## config.mk

```make
export PLATFORM = sky130hd
export DESIGN_NAME = pipe_ctrl
export DESIGN_NICKNAME = d
export VERILOG_FILES = /design/src/rtl/pipe_ctrl.sv
export SDC_FILE = /design/constraint.sdc
export NUM_CORES = 1
export LEC_CHECK = 0
export BUFFER_PORTS_ARGS = -buffer_cell sky130_fd_sc_hd__clkbuf_2
export CORE_MARGIN = 2
export CORE_UTILIZATION = 49
export CTS_CLUSTER_DIAMETER = 150
export DETAILED_ROUTE_END_ITERATION = 10
export PLACE_DENSITY_LB_ADDON = 0.2
export SYNTH_ARGS = -nofsm -noshare
export SYNTH_HDL_FRONTEND = slang
export SYNTH_SLANG_ARGS = --single-unit
export TNS_END_PERCENT = 100
```

## constraint.sdc

```tcl
create_clock -name clk_in -period 2.25 [get_ports clk_in]
set_input_delay 0.5625 -clock clk_in [delete_from_list [all_inputs] [get_ports clk_in]]
set_output_delay 0.5625 -clock clk_in [all_outputs]
set_load 0.01 [all_outputs]
```

## src/rtl/pipe_ctrl.sv

```systemverilog
// ============================================================================
// Module   : pipe_ctrl
// Purpose  : Central pipeline sequencer for the 5-stage RV32 core. Turns
//            hazard stall/flush requests, data-memory wait and MDU busy into
//            per-stage register enables and bubble controls.
//            Optional macro PIPE_CTRL_PERF_EN adds stall/flush perf counters.
// Revision : 1.0 - initial release
// ============================================================================
`default_nettype none

module pipe_ctrl #(
    parameter int REFILL_CYCLES = 1,
    parameter int CNT_W         = 4
`ifdef PIPE_CTRL_PERF_EN
    ,
    parameter int PERF_W        = 32
`endif
) (
    input  logic             clk_in,
    input  logic             rst_in,
    input  logic             stall_in,
    input  logic             flush_in,
    input  logic             dmem_req_in,
    input  logic             dmem_ready_in,
    input  logic             mdu_start_in,
    input  logic             mdu_done_in,
    output logic             pc_en_out,
    output logic             ifid_en_out,
    output logic             ifid_flush_out,
    output logic             idex_en_out,
    output logic             idex_flush_out,
    output logic             exmem_en_out,
    output logic             exmem_flush_out,
    output logic             memwb_en_out,
    output logic             memwb_flush_out,
    output logic [1:0]       state_out
`ifdef PIPE_CTRL_PERF_EN
    ,
    output logic [PERF_W-1:0] stall_cycles_out,
    output logic [PERF_W-1:0] flush_count_out
`endif
);

    typedef enum logic [1:0] {
        RUN   = 2'd0,
        DWAIT = 2'd1,
        MWAIT = 2'd2,
        DRAIN = 2'd3
    } state_t;

    localparam logic [CNT_W-1:0] C_REFILL = CNT_W'(REFILL_CYCLES);

    state_t           state_q, state_d;
    logic [CNT_W-1:0] cnt_q, cnt_d;

    logic w_dmem_stall;
    logic w_mdu_stall;

    assign w_dmem_stall = dmem_req_in & ~dmem_ready_in;
    assign w_mdu_stall  = mdu_start_in & ~mdu_done_in;

    always_ff @(posedge clk_in) begin
        if (rst_in) begin
            state_q <= RUN;
            cnt_q   <= '0;
        end else begin
            state_q <= state_d;
            cnt_q   <= cnt_d;
        end
    end

    always_comb begin
        state_d         = state_q;
        cnt_d           = cnt_q;
        pc_en_out       = 1'b1;
        ifid_en_out     = 1'b1;
        ifid_flush_out  = 1'b0;
        idex_en_out     = 1'b1;
        idex_flush_out  = 1'b0;
        exmem_en_out    = 1'b1;
        exmem_flush_out = 1'b0;
        memwb_en_out    = 1'b1;
        memwb_flush_out = 1'b0;
        state_out       = state_q;

        unique case (state_q)
            RUN: begin
                if (w_dmem_stall) begin
                    {pc_en_out, ifid_en_out, idex_en_out, exmem_en_out} = 4'b0000;
                    memwb_flush_out = 1'b1;
                    state_d         = DWAIT;
                end else if (w_mdu_stall) begin
                    {pc_en_out, ifid_en_out, idex_en_out} = 3'b000;
                    exmem_flush_out = 1'b1;
                    state_d         = MWAIT;
                end else if (flush_in) begin
                    // flush outranks stall: the stalled instruction is squashed
                    ifid_flush_out = 1'b1;
                    idex_flush_out = 1'b1;
                    cnt_d          = C_REFILL;
                    state_d        = (REFILL_CYCLES > 0) ? DRAIN : RUN;
                end else if (stall_in) begin
                    pc_en_out      = 1'b0;
                    ifid_en_out    = 1'b0;
                    idex_flush_out = 1'b1;
                end
            end
            DWAIT: begin
                if (w_dmem_stall) begin
                    {pc_en_out, ifid_en_out, idex_en_out, exmem_en_out} = 4'b0000;
                    memwb_flush_out = 1'b1;
                end else begin
                    state_d = RUN;
                end
            end
            MWAIT: begin
                if (!mdu_done_in) begin
                    {pc_en_out, ifid_en_out, idex_en_out} = 3'b000;
                    if (w_dmem_stall) begin
                        exmem_en_out    = 1'b0;
                        memwb_flush_out = 1'b1;
                    end else begin
                        exmem_flush_out = 1'b1;
                    end
                end else if (w_dmem_stall) begin
                    // MDU finishes while memory still waits: memory freeze wins
                    {pc_en_out, ifid_en_out, idex_en_out, exmem_en_out} = 4'b0000;
                    memwb_flush_out = 1'b1;
                    state_d         = DWAIT;
                end else begin
                    state_d = RUN;
                end
            end
            DRAIN: begin
                if (w_dmem_stall) begin
                    {pc_en_out, ifid_en_out, idex_en_out, exmem_en_out} = 4'b0000;
                    memwb_flush_out = 1'b1;
                    cnt_d           = '0;
                    state_d         = DWAIT;
                end else begin
                    ifid_flush_out = 1'b1;
                    if (flush_in) begin
                        cnt_d = C_REFILL;
                    end else begin
                        cnt_d = cnt_q - 1'b1;
                        if (cnt_q == CNT_W'(1)) begin
                            state_d = RUN;
                        end
                    end
                end
            end
            default: state_d = RUN;
        endcase

        if (rst_in) begin
            {pc_en_out, ifid_en_out, idex_en_out, exmem_en_out, memwb_en_out} = 5'b00000;
            {ifid_flush_out, idex_flush_out, exmem_flush_out, memwb_flush_out} = 4'b1111;
            state_out = RUN;
        end
    end

`ifdef PIPE_CTRL_PERF_EN
    logic              w_flush_acc;
    logic [PERF_W-1:0] stall_cnt_q;
    logic [PERF_W-1:0] flush_cnt_q;

    assign w_flush_acc = flush_in & ~w_dmem_stall &
                         (((state_q == RUN) & ~w_mdu_stall) | (state_q == DRAIN));

    always_ff @(posedge clk_in) begin
        if (rst_in) begin
            stall_cnt_q <= '0;
            flush_cnt_q <= '0;
        end else begin
            if (!pc_en_out)  stall_cnt_q <= stall_cnt_q + 1'b1;
            if (w_flush_acc) flush_cnt_q <= flush_cnt_q + 1'b1;
        end
    end

    assign stall_cycles_out = stall_cnt_q;
    assign flush_count_out  = flush_cnt_q;
`endif

endmodule

`default_nettype wire

```

======== After elaboration in Yosys (flattened, before gate mapping) ========
Cells that the tools add are included.
operators by class
  add/sub/neg operators ................... 1
  multiply operators ...................... 0
  div/mod/pow operators ................... 0
  order comparisons ....................... 0
  equal/unequal tests ..................... 12
  shift-type cells ........................ 0
  mux-type cells .......................... 51
  bitwise operators ....................... 4
  reduce and logical (&&, ||, !) cells .... 6
operator list
  kind                                                 number
  2-to-1 mux 1 bit                                     31
  2-to-1 mux 4 bit                                     5
  2-to-1 mux 2 bit                                     9
  != test 2 bit, second input constant                 5
  one-hot mux 2 bit (4 select lines)                   1
  one-hot mux 4 bit (2 select lines)                   1
  != test 3 bit, second input constant                 2
  one-hot mux 1 bit (3 select lines)                   2
  AND reduction 5 bit                                  1
  equality test 2 bit, second input constant           2
  equality test 4 x 1 -> 1 bit, second input constant  1
  != test 4 bit, second input constant                 1
  one-hot mux 1 bit (2 select lines)                   2
  AND reduction 4 bit                                  1
  OR reduction 4 bit                                   1
  subtractor 4 x 1 -> 4 bit, second input constant     1
  bitwise AND 1 bit                                    2
  equality test 2 x 1 -> 1 bit, second input constant  1
  zero test 2 bit                                      1
  inverter 1 bit                                       2
  nonzero test 2 bit                                   1
  OR reduction 2 bit                                   1
storage, ports and cells
  register bits after elaboration ......... 6
  bits in latches ......................... 0
  RAM bits ................................ 0
  ROM bits ................................ 0
  output and inout port bits .............. 11
  logic and storage cells ................. 76
  memories ................................ 0

======== Depth between registers and ports, before layout ========
  depth in word-level cells ............... 6
  mapped depth ............................ 7
  depth with buffers taken out ............ 6

======== Worst setup path after synthesis ========
Ideal clock, no wire load.
  path type ............................... input to output
  start point ............................. input dmem_req_in
  end point ............................... output pc_en_out
  arrival time ............................ 1.572 ns
  setup slack ............................. 0.116 ns
  cell stages on the path ................. 5
  path buffers ............................ 2
  path through ............................ nor2b_1 -> buf_6 -> nor4_2 -> o21a_1 -> buf_4
on the way
  word-level cells in the longest chain between the ends .. 5
  elaborated cells between the ends (all ways) .. 6
RTL lines
  what                                    line  text
  start: declaration                      23    input logic dmem_req_in,
  bitwise AND 1 bit (*)                   59    assign w_dmem_stall = dmem_req_in & ~dmem_ready_in;
  2-to-1 mux 1 bit (2 in a row)           n/a
  one-hot mux 1 bit (3 select lines) (*)  n/a
  2-to-1 mux 1 bit (*)                    n/a
  end: declaration                        27    output logic pc_en_out,
Every way passes the cells marked *; elsewhere a longest branch is shown, timed or not.

======== Final worst setup path ========
  start point ............................. register state_q[1]
  end point ............................... output ifid_en_out
on the way
  word-level cells in the longest chain between the ends .. 4
  elaborated cells between the ends (all ways) .. 7
RTL lines
  what                                                                 line  text
  start: declaration                                                   53    state_t state_q, state_d;
  start signal: assignment                                             67    state_q <= state_d;
  equality test 2 bit or equality test 2 x 1 -> 1 bit (tied branches)  86    unique case (state_q)
  OR reduction 2 bit (no source line)                                  n/a
  one-hot mux 1 bit (3 select lines) (*)                               86
  2-to-1 mux 1 bit (*)                                                 155   if (rst_in) begin
  end: declaration                                                     28    output logic ifid_en_out,
Marked as above.

==> results.cfg <==
[cells_and_area]
ff_latch_area_um2 = 128
fin_nets = 114
instances_no_fill = 111
drive_above_1_share_pct = 47.4
multi_input_area_um2 = 484
mostFrequentLayoutCell = clkbuf_2
antenna_cells = 0
final_cell_mix = clkbuf_2, nor2_1, nand2_1
syn2layout_area_growth_pct = 26.7
fillers = 88

[clock_network]
cts_made_buffers = 3
clock-sinks = 6
ctsHoldBuffers = 0
htreeDepth = 1
cts_tree = done
cts-root-buf = clkbuf_4
cts_buffer_depth = 2
insertion_delay_ns = 0.25
cts.reportedPaths.clkPinSlew_ns = 0.05

[drt]
via_count = 620
final_antenna_net_count = 0
dr.pass1.iters = 4
drt_iter0_markers = 21
finalWirelength_um = 1610
routed_via_density = 5.59
drc = 0
wire_per_inst_um = 14.5

[yosys]
yosysTopAreaCellShare_pct = 18.9
async_flop_share_pct = 0
synthFlopType = dfxtp_1
synth_seq_cells = 6
avgSynthCellArea_um2 = 8.27
synth_edf_count = 0
ys_seq_area_share_pct = 18.9
synth_area_leader_cell = dfxtp_1
yosys-top-cells-area = dfxtp_1, ha_1, buf_6, inv_1, mux2_4
ys_types = 34
synth_area_um2 = 637
syn_inst = 77
yosysWarnings = 0
syn_nets = 92

[worst_setup_path]
path_max_fanout = 4
cp.required_ns = 1.69
start_kind = flip-flop
crit_type = reg -> out
critical_path_arrival_ns = 1.67
worst_setup_path_end_kind = output pin

[floorplan]
coreArea_um2 = 1160
dieArea_um2 = 1600
die_h_um = 40.1
start_util_pct = 55.1
die_x_um = 40.1
fp-row-count = 12
io_pins = 19

[place]
placed_cells = 107
port_buffers = 18
place_congestion = 0.899
pre_cts_ws_ns = 0.129
dp_hpwl_um = 1190

[sta]
slew_viol_final = 0
rsz0062_at_grt = yes
tightest_slew_ns = 0.319
relSlewSlack_pct = 78.7
period_share_pct = 99.4
fmax_ghz = 0.447
hold_violations = 0
fin_ws_ns = 0.0139
final.setup_skew_ns = 0.00259
setup_viol_count_final = 0
post-route-min-period_ns = 2.24

[run_status]
outcome = completed

[grt]
track_usage_pct = 23.9
grt_max_degree = 10
grt_first_pass_wirelength_um = 2510
grt_pass1_vias = 586
grt_overflow = 0
antenna_found_initial = 0

[worst_hold_path]
hold_class = reg -> reg

[power_and_ir_drop]
irDropWorstVdd_mv = 0.627
p_leak_uw = 0.000354
cellPowerDensity_nw_per_um2 = 1020

[job]
max_cap_violations = 0
report_power, final:
part | switching (uW) | internal [uW]
clock | 42.2 | 60.6
sequential | 37.2 | 142
combinational | 286 | 254
stage by stage:
| step | hold WS (ns) | util [%] | setup TNS (ns) | instance area (um^2) | total power, uW |
|---|---|---|---|---|---|
| floorplan | 0.498 | - | 0 | 637 | 493 |
| global placement | 0.539 | 62.3 | 0 | 721 | 580 |
| detailed placement | 0.539 | 62.3 | 0 | 721 | 592 |
| CTS | 0.548 | 69.2 | 0 | 800 | 796 |
| global route | 0.578 | 69.8 | -0.155 | 807 | 885 |
| finish | 0.546 | 69.8 | 0 | 807 | 822 |
path summary, 6_finish.rpt:
| path | startpoint | endpoint | slack (ns) | cells past startpoint |
|---|---|---|---|---|
| max | state_q[1]$_SDFFE_PP0P_ | ifid_en_out | 0.01 | 7 |
| min reg2reg | cnt_q[0]$_SDFFE_PP0P_ | cnt_q[0]$_SDFFE_PP0P_ | 0.55 | 2 |
| max reg2reg | state_q[0]$_SDFFE_PP0P_ | state_q[1]$_SDFFE_PP0P_ | 0.62 | 7 |
| min | cnt_q[0]$_SDFFE_PP0P_ | cnt_q[0]$_SDFFE_PP0P_ | 0.55 | 2 |
cell usage after synthesis (all sizes together) (5+ instances only):
| master | count |
|---|---|
| inv | 8 |
| nand2 | 8 |
| ha | 7 |
| nor2 | 7 |
| a21oi | 6 |
| dfxtp | 6 |
| buf | 5 |
| o21ai | 5 |
routing by layer:
metal	routed length (um)	track usage [%]	share of wire, %
met1	714	28.1	44
met2	831	41.9	51
met3	37	3.33	2.3
met4	29	11.2	1.8
met5	0	0	0
critical path, stage by stage (launching register included):
cell	delay, ns
dfxtp_4	0.37
inv_4	0.06
ha_4	0.16
or3_4	0.40
a21oi_4	0.13
nor4_2	0.06
o21a_1	0.12
clkbuf_2	0.13
cell families (layout without fill, tap and decap cells):
group | after synthesis | after routing | synth area share [%]
simple gates | 30 | 30 | 29.3
flops | 6 | 6 | 18.9
compound gates | 19 | 19 | 21.4
buf+inv | 13 | 33 | 12.0
mux | 2 | 2 | 4.72
fa+ha+maj | 7 | 7 | 13.8
registers in the layout, summed over array words and instances, names as in the netlist:
signal,count
state_q,2
cnt_q,4
repair_timing:
action / in CTS / in global routing
resized for setup: 15 / 1
setup buffers: 1 / 0
pin swaps: 4 / 2
hold endpoints to repair: 0 / 0
endpoints found under the setup margin: 3 / 3
area by class of cell:
| type | instances | share of cell area (%) |
|---|---|---|
| Multi-Input combinational cell | 58 | 60.0 |
| Sequential cell | 6 | 15.8 |
| Tap cell | 14 | 2.17 |
| Clock buffer | 3 | 2.79 |
| Inverter | 8 | 4.34 |
| Timing Repair Buffer | 22 | 14.9 |
(Power assumes the default switching activity.)
